==> config.mk <==
export PLATFORM = sky130hd
export DESIGN_NAME = seg_scan_driver
export DESIGN_NICKNAME = d
export VERILOG_FILES = /design/src/rtl/seg_scan_driver.sv
export SDC_FILE = /design/constraint.sdc
export NUM_CORES = 1
export LEC_CHECK = 0
export ABC_CLOCK_PERIOD_IN_PS = 4500
export CORE_ASPECT_RATIO = 0.9
export CORE_MARGIN = 8
export CORE_UTILIZATION = 40
export DETAILED_ROUTE_END_ITERATION = 6
export SLEW_MARGIN = 30
export SYNTH_ARGS = -nofsm -noshare
export SYNTH_HDL_FRONTEND = slang
export SYNTH_SLANG_ARGS = --single-unit
==> constraint.sdc <==
create_clock -name clk -period 4.5 [get_ports clk]
set_input_delay 1.125 -clock clk [delete_from_list [all_inputs] [get_ports clk]]
set_output_delay 1.125 -clock clk [all_outputs]
set_load 0.005 [all_outputs]
==> src/rtl/seg_scan_driver.sv <==
// Multiplexed 7-segment scan driver: shadowed codes, leading-zero blanking, per-digit blink.
// Latency: seg/dp_n/an_n/frame_tick registered, 1 cycle after the slot/index state that produces them.
// Backpressure: none; free-running scan, load is sampled on any cycle.
module seg_scan_driver #(
  parameter int NUM_DIGITS   = 4,
  parameter int SCAN_DIV     = 50000,
  parameter int BLANK_CYC    = 4,
  parameter int BLINK_FRAMES = 64
) (
  input  logic                    clk,
  input  logic                    reset,
  input  logic [5*NUM_DIGITS-1:0] digits,
  input  logic                    load,
  input  logic [NUM_DIGITS-1:0]   dp_in,
  input  logic [NUM_DIGITS-1:0]   blink_mask,
  input  logic                    lz_en,
  output logic [6:0]              seg,
  output logic                    dp_n,
  output logic [NUM_DIGITS-1:0]   an_n,
  output logic                    frame_tick
);

  localparam int IW = (NUM_DIGITS > 1) ? $clog2(NUM_DIGITS) : 1;
  localparam int SW = $clog2(SCAN_DIV);
  localparam int FW = (BLINK_FRAMES > 1) ? $clog2(BLINK_FRAMES) : 1;

  localparam logic [SW-1:0] SLOT_LAST  = SW'(SCAN_DIV - 1);
  localparam logic [SW-1:0] SLOT_BLANK = SW'(BLANK_CYC);
  localparam logic [IW-1:0] IDX_LAST   = IW'(NUM_DIGITS - 1);
  localparam logic [FW-1:0] FRAME_LAST = FW'(BLINK_FRAMES - 1);

  logic [SW-1:0]             slot_cnt;
  logic [IW-1:0]             idx;
  logic [FW-1:0]             frame_cnt;
  logic                      blink_phase;
  logic [5*NUM_DIGITS-1:0]   sh_dig;
  logic [NUM_DIGITS-1:0]     sh_dp;
  logic [NUM_DIGITS-1:0]     sh_blink;

  logic                      slot_tc;
  logic                      idx_last;
  logic [NUM_DIGITS-1:0]     supp;
  logic                      hi_zero;
  logic [4:0]                code_i;
  logic [4:0]                cur_code;
  logic                      an_act;
  logic                      blink_off;
  logic [6:0]                seg_nxt;
  logic                      dp_nxt;
  logic [NUM_DIGITS-1:0]     an_nxt;

  function automatic logic [6:0] hex7(input logic [3:0] v);
    case (v)
      4'h0: hex7 = 7'b1000000;
      4'h1: hex7 = 7'b1111001;
      4'h2: hex7 = 7'b0100100;
      4'h3: hex7 = 7'b0110000;
      4'h4: hex7 = 7'b0011001;
      4'h5: hex7 = 7'b0010010;
      4'h6: hex7 = 7'b0000010;
      4'h7: hex7 = 7'b1111000;
      4'h8: hex7 = 7'b0000000;
      4'h9: hex7 = 7'b0010000;
      4'hA: hex7 = 7'b0001000;
      4'hB: hex7 = 7'b0000011;
      4'hC: hex7 = 7'b1000110;
      4'hD: hex7 = 7'b0100001;
      4'hE: hex7 = 7'b0000110;
      default: hex7 = 7'b0001110;
    endcase
  endfunction

  assign slot_tc  = (slot_cnt == SLOT_LAST);
  assign idx_last = (idx == IDX_LAST);

  // Walk from the most significant digit down; a blank higher digit still counts as "leading".
  always_comb begin
    supp    = '0;
    hi_zero = 1'b1;
    code_i  = '0;
    for (int i = NUM_DIGITS - 1; i >= 0; i--) begin
      code_i = sh_dig[5*i +: 5];
      if (i > 0 && lz_en && code_i == 5'h00 && hi_zero)
        supp[i] = 1'b1;
      hi_zero = hi_zero & ((code_i == 5'h00) | code_i[4]);
    end
  end

  always_comb begin
    cur_code  = sh_dig[5*idx +: 5];
    an_act    = (slot_cnt >= SLOT_BLANK);
    blink_off = blink_phase & sh_blink[idx];
    seg_nxt   = (cur_code[4] | supp[idx] | blink_off) ? 7'h7F : hex7(cur_code[3:0]);
    dp_nxt    = ~(sh_dp[idx] & ~blink_off & an_act);
    an_nxt    = '1;
    if (an_act)
      an_nxt[idx] = 1'b0;
  end

  always_ff @(posedge clk) begin
    if (reset) begin
      slot_cnt    <= '0;
      idx         <= '0;
      frame_cnt   <= '0;
      blink_phase <= 1'b0;
      sh_dig      <= {NUM_DIGITS{5'h10}};
      sh_dp       <= '0;
      sh_blink    <= '0;
      seg         <= 7'h7F;
      dp_n        <= 1'b1;
      an_n        <= '1;
      frame_tick  <= 1'b0;
    end else begin
      if (load) begin
        sh_dig   <= digits;
        sh_dp    <= dp_in;
        sh_blink <= blink_mask;
      end
      slot_cnt <= slot_tc ? '0 : slot_cnt + 1'b1;
      if (slot_tc) begin
        idx <= idx_last ? '0 : idx + 1'b1;
        if (idx_last) begin
          if (frame_cnt == FRAME_LAST) begin
            frame_cnt   <= '0;
            blink_phase <= ~blink_phase;
          end else begin
            frame_cnt <= frame_cnt + 1'b1;
          end
        end
      end
      seg        <= seg_nxt;
      dp_n       <= dp_nxt;
      an_n       <= an_nxt;
      frame_tick <= slot_tc & idx_last;
    end
  end

endmodule

==> results_dict.tcl, run 1 <==
set metrics [dict create \
    crit_path_start_kind "input port" \
    place.detailed.hpwl_um 5190 \
    grt_antenna_before_repair 0 \
    placeable_core_area_mm2 0.00791 \
    synth_seq_cells 66 \
    worst_clock_skew_ns 0.0109 \
    dieArea_mm2 0.0112 \
    io-pin-count 45 \
    setup_tns_ns 0 \
    grt_first_pass_wirelength_um 12100 \
    mappedNetlistNets 368 \
    cts_buffers 9 \
    start_util_pct 40.6 \
    insertion_delay_ns 0.34 \
    synth_cell_types 50 \
    die_height_um 101 \
    floorplan.rows 31 \
    critPathKind "input port to register" \
    post_detailed_route_drc_marker_count 0 \
    setup.worst_path.end_class "register" \
    grt_start_max_net_pins 29 \
    setup_slack_placement_ns 1.41 \
    tritoncts "done" \
    min-delay-path-class "register to register" \
    syn_area_mm2 0.00321 \
    outcome "finished clean" \
    share_of_final_layout_standard_cells_stronger_than_drive_strength_1_pct 8.94 \
    tritoncts_num_sinks 66 \
    layout_min_cycle_time_ns 2.65 \
    timing.final.max_slew_violations 0 \
    antennaDiodeCount 0 \
    dp.cells 453 \
    worst_slew_pin_slew_ns 0.818 \
    synthesis.area_per_instance_um2 9.94 \
    post_cts_resized 0 \
    detailed_place.area_mm2 0.00370 \
    setup_violations 0 \
    critical_path_peak_fanout 20 \
    layout.filler_cells 798 \
    post_cts_buffers 0 \
    vias_per_cell 5.28 \
    netlist_instances 323 \
    maxCapViolations 0 \
    worst-endpoint-required_ns 4.71 \
    drt_iter0_drc 159 \
    ys.flop_type "dfxtp_1" \
    grt.total_usage_pct 13.4 \
    detailroute.via_count 2470 \
    grt_pass1_vias 2342 \
    finalNonFillerCells 468 \
    max-slew-margin-rel_pct 45.5 \
    first_pass_iters 4 \
    maximum_achievable_frequency_ghz 0.377 \
    post_layout_inst_area_mm2 0.00387 \
    clock_tree.root_cell "clkbuf_8" \
    final_critical_path_setup_slack_ns 1.85 \
    cts_hold_buffers 0 \
    area.growth.synth_to_final_pct 20.6 \
    grt_overflow 0 \
    synth_edf_count 0 \
    place.gp.congestion 0.783 \
    total_leakage_power_nw 1.45 \
    fp.dieW_um 110 \
    cts_h_tree_depth 3 \
    timing.final.crit_share_pct 59.0 \
    ys_seq_area_share_pct 41.1 \
    hold-worst-slack_ns 0.486 \
    io_buffers 44 \
    ys.warnings.count 0 \
    wire_per_inst_um 15.4 \
    clock_tree.buffer_depth 2 \
    design.final.nets 410 \
    drt-total-wl_um 7230 \
    worstPathArrival_ns 2.86 \
    setup_repair_after_global_routing_missed_its_margin "no" \
    ir_worst_vdd_uv 137 \
    antenna_viol_nets_final 0 \
    clk_pin_slew_worst_paths_ns 0.07 \
    final_hold_viol_count 0 \
    async_flop_share_pct 0 \
    power_density_mw_per_mm2 304 \
]
==> cells by family after synthesis <==
group	after synthesis	share of synthesized area, %
flops	66	41.1
compound gates	38	9.08
mux	45	18.1
simple gates	118	18.4
xor+xnor	16	4.36
buf+inv	27	3.86
fa+ha+maj	13	5.06
==> metal layers <==
metal	vias to the layer above	wire, um	GRT usage, %
li1	1258	-	-
met1	1158	3580	17.3
met2	46	3240	20.7
met3	8	334	4.46
met4	0	74	3.73
met5	-	0	0
==> worst max-delay path, stage by stage <==
cell and delay, ns:
clkdlybuf4s50_1 0.80, a211o_1 0.43, a41oi_4 0.31, o221ai_1 0.19
==> state kept, by name, summed over array words and instances (netlist names) <==
| name | cells |
|---|---|
| seg | 7 |
| sh_dp | 4 |
| sh_dig | 20 |
| sh_blink | 4 |
| frame_cnt | 6 |
| blink_phase | 1 |
| idx | 2 |
| frame_tick | 1 |
| dp_n | 1 |
| slot_cnt | 16 |
| an_n | 4 |
==> placed cells by master (no fill, tap or decap), types with 2 or more instances in the layout <==
cell / synthesis / layout
nor2b_1: 8 / 8
o311ai_1: 2 / 2
o221ai_1: 2 / 2
a31oi_1: 2 / 2
clkinv_2: 0 / 3
inv_1: 12 / 12
mux4_2: 9 / 9
xnor2_1: 14 / 14
o211ai_1: 3 / 3
nand3_1: 10 / 10
nor2_1: 42 / 42
ha_1: 13 / 13
a311oi_1: 2 / 2
mux2_2: 2 / 2
and3_1: 3 / 3
nor3_1: 7 / 7
a41o_1: 2 / 2
o31ai_1: 2 / 2
nand2_1: 24 / 24
clkdlybuf4s50_1: 0 / 43
xor2_1: 2 / 2
mux2i_1: 33 / 33
o21ai_0: 4 / 4
clkbuf_8: 1 / 11
nor4_1: 5 / 5
or4_1: 4 / 4
nand4_1: 6 / 6
a21oi_1: 8 / 8
and4_1: 4 / 4
dfxtp_1: 66 / 66
==> through the flow <==
stage	power [mW]	util [%]
2_1_floorplan	0.704	-
3_5_place_dp	0.756	46.8
3_3_place_gp	0.756	46.8
5_1_grt	1.23	49.0
6_report	1.18	49.0
4_1_cts	1.19	49.0
==> cell usage after synthesis (3+ instances only) <==
| library cell | n | share of area (%) |
|---|---|---|
| ha_1 | 13 | 5.1 |
| mux2i_1 | 33 | 10 |
| o21ai_0 | 4 | 0.62 |
| and3_1 | 3 | 0.58 |
| clkbuf_1 | 5 | 0.58 |
| nand4_1 | 6 | 1.2 |
| mux4_2 | 9 | 6.3 |
| buf_2 | 4 | 0.62 |
| nor3_1 | 7 | 1.1 |
| nand3_1 | 10 | 1.6 |
| buf_1 | 3 | 0.35 |
| or4_1 | 4 | 0.93 |
| and4_1 | 4 | 1.1 |
| nor2_1 | 42 | 4.9 |
| nor2b_1 | 8 | 1.6 |
| a21oi_1 | 8 | 1.2 |
| o211ai_1 | 3 | 0.70 |
| nor4_1 | 5 | 0.97 |
| inv_1 | 12 | 1.4 |
| dfxtp_1 | 66 | 41 |
| nand2_1 | 24 | 2.8 |
| xnor2_1 | 14 | 3.8 |
==> layout make-up <==
cell class	instances	area [um2]	share of cell area (%)
flip-flops and latches	66	1320	34.1
inverters	13	48.8	1.26
clock inverters	3	15.0	0.388
clock buffers	12	155	4.01
multi-input cells	230	1770	45.6
repair buffers	45	443	11.4
well taps	99	124	3.20
==> where the power goes <==
group          switching, mW  internal, mW  total [mW]  leakage [nW]
clock                  0.211         0.224       0.436        0.0920
sequential            0.0191         0.604       0.623         0.539
combinational         0.0500        0.0689       0.119         0.820
total                  0.280         0.897        1.18          1.45
==> final timing paths <==
kind	startpoint	to	slack [ns]	cells past startpoint
hold reg to reg	slot_cnt[0]$_SDFF_PP0_	slot_cnt[0]$_SDFF_PP0_	0.49	1
setup reg to reg	idx[0]$_SDFFE_PP0N_	seg[6]$_SDFF_PP1_	2.08	4
setup / recovery	reset	seg[6]$_SDFF_PP1_	1.85	4
hold / removal	slot_cnt[0]$_SDFF_PP0_	slot_cnt[0]$_SDFF_PP0_	0.49	1
(Power assumes the default switching activity.)
==> run 2: changes to the inputs <==
--- a/config.mk
+++ b/config.mk
@@ -5,7 +5,7 @@
 export SDC_FILE = /design/constraint.sdc
 export NUM_CORES = 1
 export LEC_CHECK = 0
-export ABC_CLOCK_PERIOD_IN_PS = 4500
+export ABC_CLOCK_PERIOD_IN_PS = 2550
 export CORE_ASPECT_RATIO = 0.9
 export CORE_MARGIN = 8
 export CORE_UTILIZATION = 40
==> constraint.sdc (replaced) <==
create_clock -name clk -period 2.55 [get_ports clk]
set_input_delay 0.6375 -clock clk [delete_from_list [all_inputs] [get_ports clk]]
set_output_delay 0.6375 -clock clk [all_outputs]
set_load 0.005 [all_outputs]
==> run 2 against run 1 <==
Effect of this change:
- sequential share of layout area decreased by 0.57 points
- hold slack got worse by 0.0011 ns
- total power increased by 85%
- combinational power up 80%
- routed wire length up 1.7%
- register-to-register slack worse by 1.8 ns
- die area stayed put
- via count grew 0.61%
- design area grew 1.7%
- first-iteration DRC count down 52%
==> results_dict.tcl, run 2 (same netlist as run 1, synthesis figures left out) <==
set metrics [dict create \
    setup_violations 0 \
    critical_path.n_buffers_inverters 0 \
    io-pin-count 45 \
    grt_start_max_net_pins 29 \
    drt-total-wl_um 7350 \
    timing.final.max_slew_violations 0 \
    critical_path_peak_fanout 12 \
    detailroute.via_count 2485 \
    maxCapViolations 0 \
    grt_overflow 0 \
    outcome "finished clean" \
    timing.final.crit_share_pct 88.0 \
    clock_tree.root_cell "clkbuf_8" \
    insertion_delay_ns 0.35 \
    start_util_pct 40.6 \
    drt_iter0_drc 76 \
    slowest_delay_ns 0.69 \
    crit_path_top_delay_cell "dfxtp_1" \
    area.growth.synth_to_final_pct 22.7 \
    power_density_mw_per_mm2 554 \
    design.final.nets 416 \
    setup_repair_after_global_routing_missed_its_margin "no" \
    final_hold_viol_count 0 \
    clock_tree.buffer_depth 2 \
    setup.worst_path.end_class "register" \
    hold-worst-slack_ns 0.485 \
    clk_pin_slew_worst_paths_ns 0.07 \
    biggestRegsByFlops "sh_dig x20, slot_cnt x16, seg x7" \
    post_layout_inst_area_mm2 0.00394 \
    io_buffers 44 \
    wire_per_inst_um 15.5 \
    worst-endpoint-required_ns 2.76 \
    design_power_total_mw 2.18 \
    fp.dieW_um 110 \
    floorplan.rows 31 \
    place.detailed.hpwl_um 5310 \
    final_common_cell "dfxtp_1" \
    worst_slew_pin_slew_ns 0.634 \
    worstPathCellList "mux4_2 > a211o_1 > a41oi_4 > o221ai_1" \
    layout_min_cycle_time_ns 2.24 \
    detailed_place.area_mm2 0.00375 \
    cts_h_tree_depth 3 \
    post_cts_resized 0 \
    registers.top_by_ff_count "sh_dig" \
    leading_cell_types_in_the_layout_fill_and_taps_excluded "66 x dfxtp_1, 43 x clkdlybuf4s50_1, 42 x nor2_1" \
    dieArea_mm2 0.0112 \
    tritoncts_num_sinks 66 \
    maximum_achievable_frequency_ghz 0.446 \
    place.gp.congestion 0.859 \
    min-delay-path-class "register to register" \
    worst_clock_skew_ns 0.00754 \
    share_of_final_layout_standard_cells_stronger_than_drive_strength_1_pct 10.4 \
    post_detailed_route_drc_marker_count 0 \
    total_leakage_power_nw 1.49 \
    ir_worst_vdd_uv 270 \
    antennaDiodeCount 0 \
    cts_buffers 9 \
    max-slew-margin-rel_pct 57.7 \
    worstPathArrival_ns 2.45 \
    grt_pass1_vias 2412 \
    setup_tns_ns 0 \
    finalCoreUtilization_pct 49.8 \
    tritoncts "done" \
    placeable_core_area_mm2 0.00791 \
    grt_first_pass_wirelength_um 12300 \
    largest_register_ffs 20 \
    grt.total_usage_pct 13.7 \
    crit_path_start_kind "register" \
    cts_hold_buffers 0 \
    die_height_um 101 \
    antenna_viol_nets_final 0 \
    post_cts_buffers 0 \
    layout.filler_cells 753 \
    first_pass_iters 5 \
    vias_per_cell 5.25 \
    critPathKind "register to register" \
    cpLargestDelayFamily "compound AO/OA/AOI/OAI gates" \
    grt_antenna_before_repair 0 \
]
==> run 2: worst reg2reg max path, cell delays in order (launching register included) <==
cell      delay (ns)
dfxtp_1         0.69
mux4_2          0.60
a211o_1         0.34
a41oi_4         0.31
o221ai_1        0.18
==> run 2: area by class of cell <==
class	instances	area [um2]	share of cell area (%)
clock buffer	11	151	3.84
clock inverter	3	40.0	1.02
inverter	13	48.8	1.24
multi-input combinational	230	1770	44.8
sequential	66	1320	33.5
tap	99	124	3.14
timing repair buffer	51	488	12.4
==> run 2: path summary, 6_finish.rpt <==
check | start | endpoint | slack [ns] | cells after the start
setup / recovery | idx[0]$_SDFFE_PP0N_ | seg[5]$_SDFF_PP1_ | 0.31 | 4
hold / removal | slot_cnt[0]$_SDFF_PP0_ | slot_cnt[0]$_SDFF_PP0_ | 0.48 | 1
setup reg to reg | idx[0]$_SDFFE_PP0N_ | seg[5]$_SDFF_PP1_ | 0.31 | 4
hold reg to reg | slot_cnt[0]$_SDFF_PP0_ | slot_cnt[0]$_SDFF_PP0_ | 0.48 | 1
==> run 2: per-layer routing <==
layer	global-route usage, %	vias up	part of all wire [%]
met3	4.88	12	5.1
met1	18.2	1164	50
met5	0	-	0
li1	-	1259	-
met4	5.39	0	1.4
met2	19.6	50	43
==> run 2: power breakdown <==
group          switching, mW  internal, mW
clock                  0.378         0.490
sequential            0.0349          1.07
combinational         0.0899         0.124
==> run 2: per-stage QoR <==
| stage | cells | setup slack (ns) |
|---|---|---|
| detailed placement | 459 | 0.301 |
| finish | 473 | 0.307 |
| CTS | 473 | 0.299 |
| global placement | 459 | 0.372 |
| global route | 473 | 0.245 |
| floorplan | 323 | 0.675 |
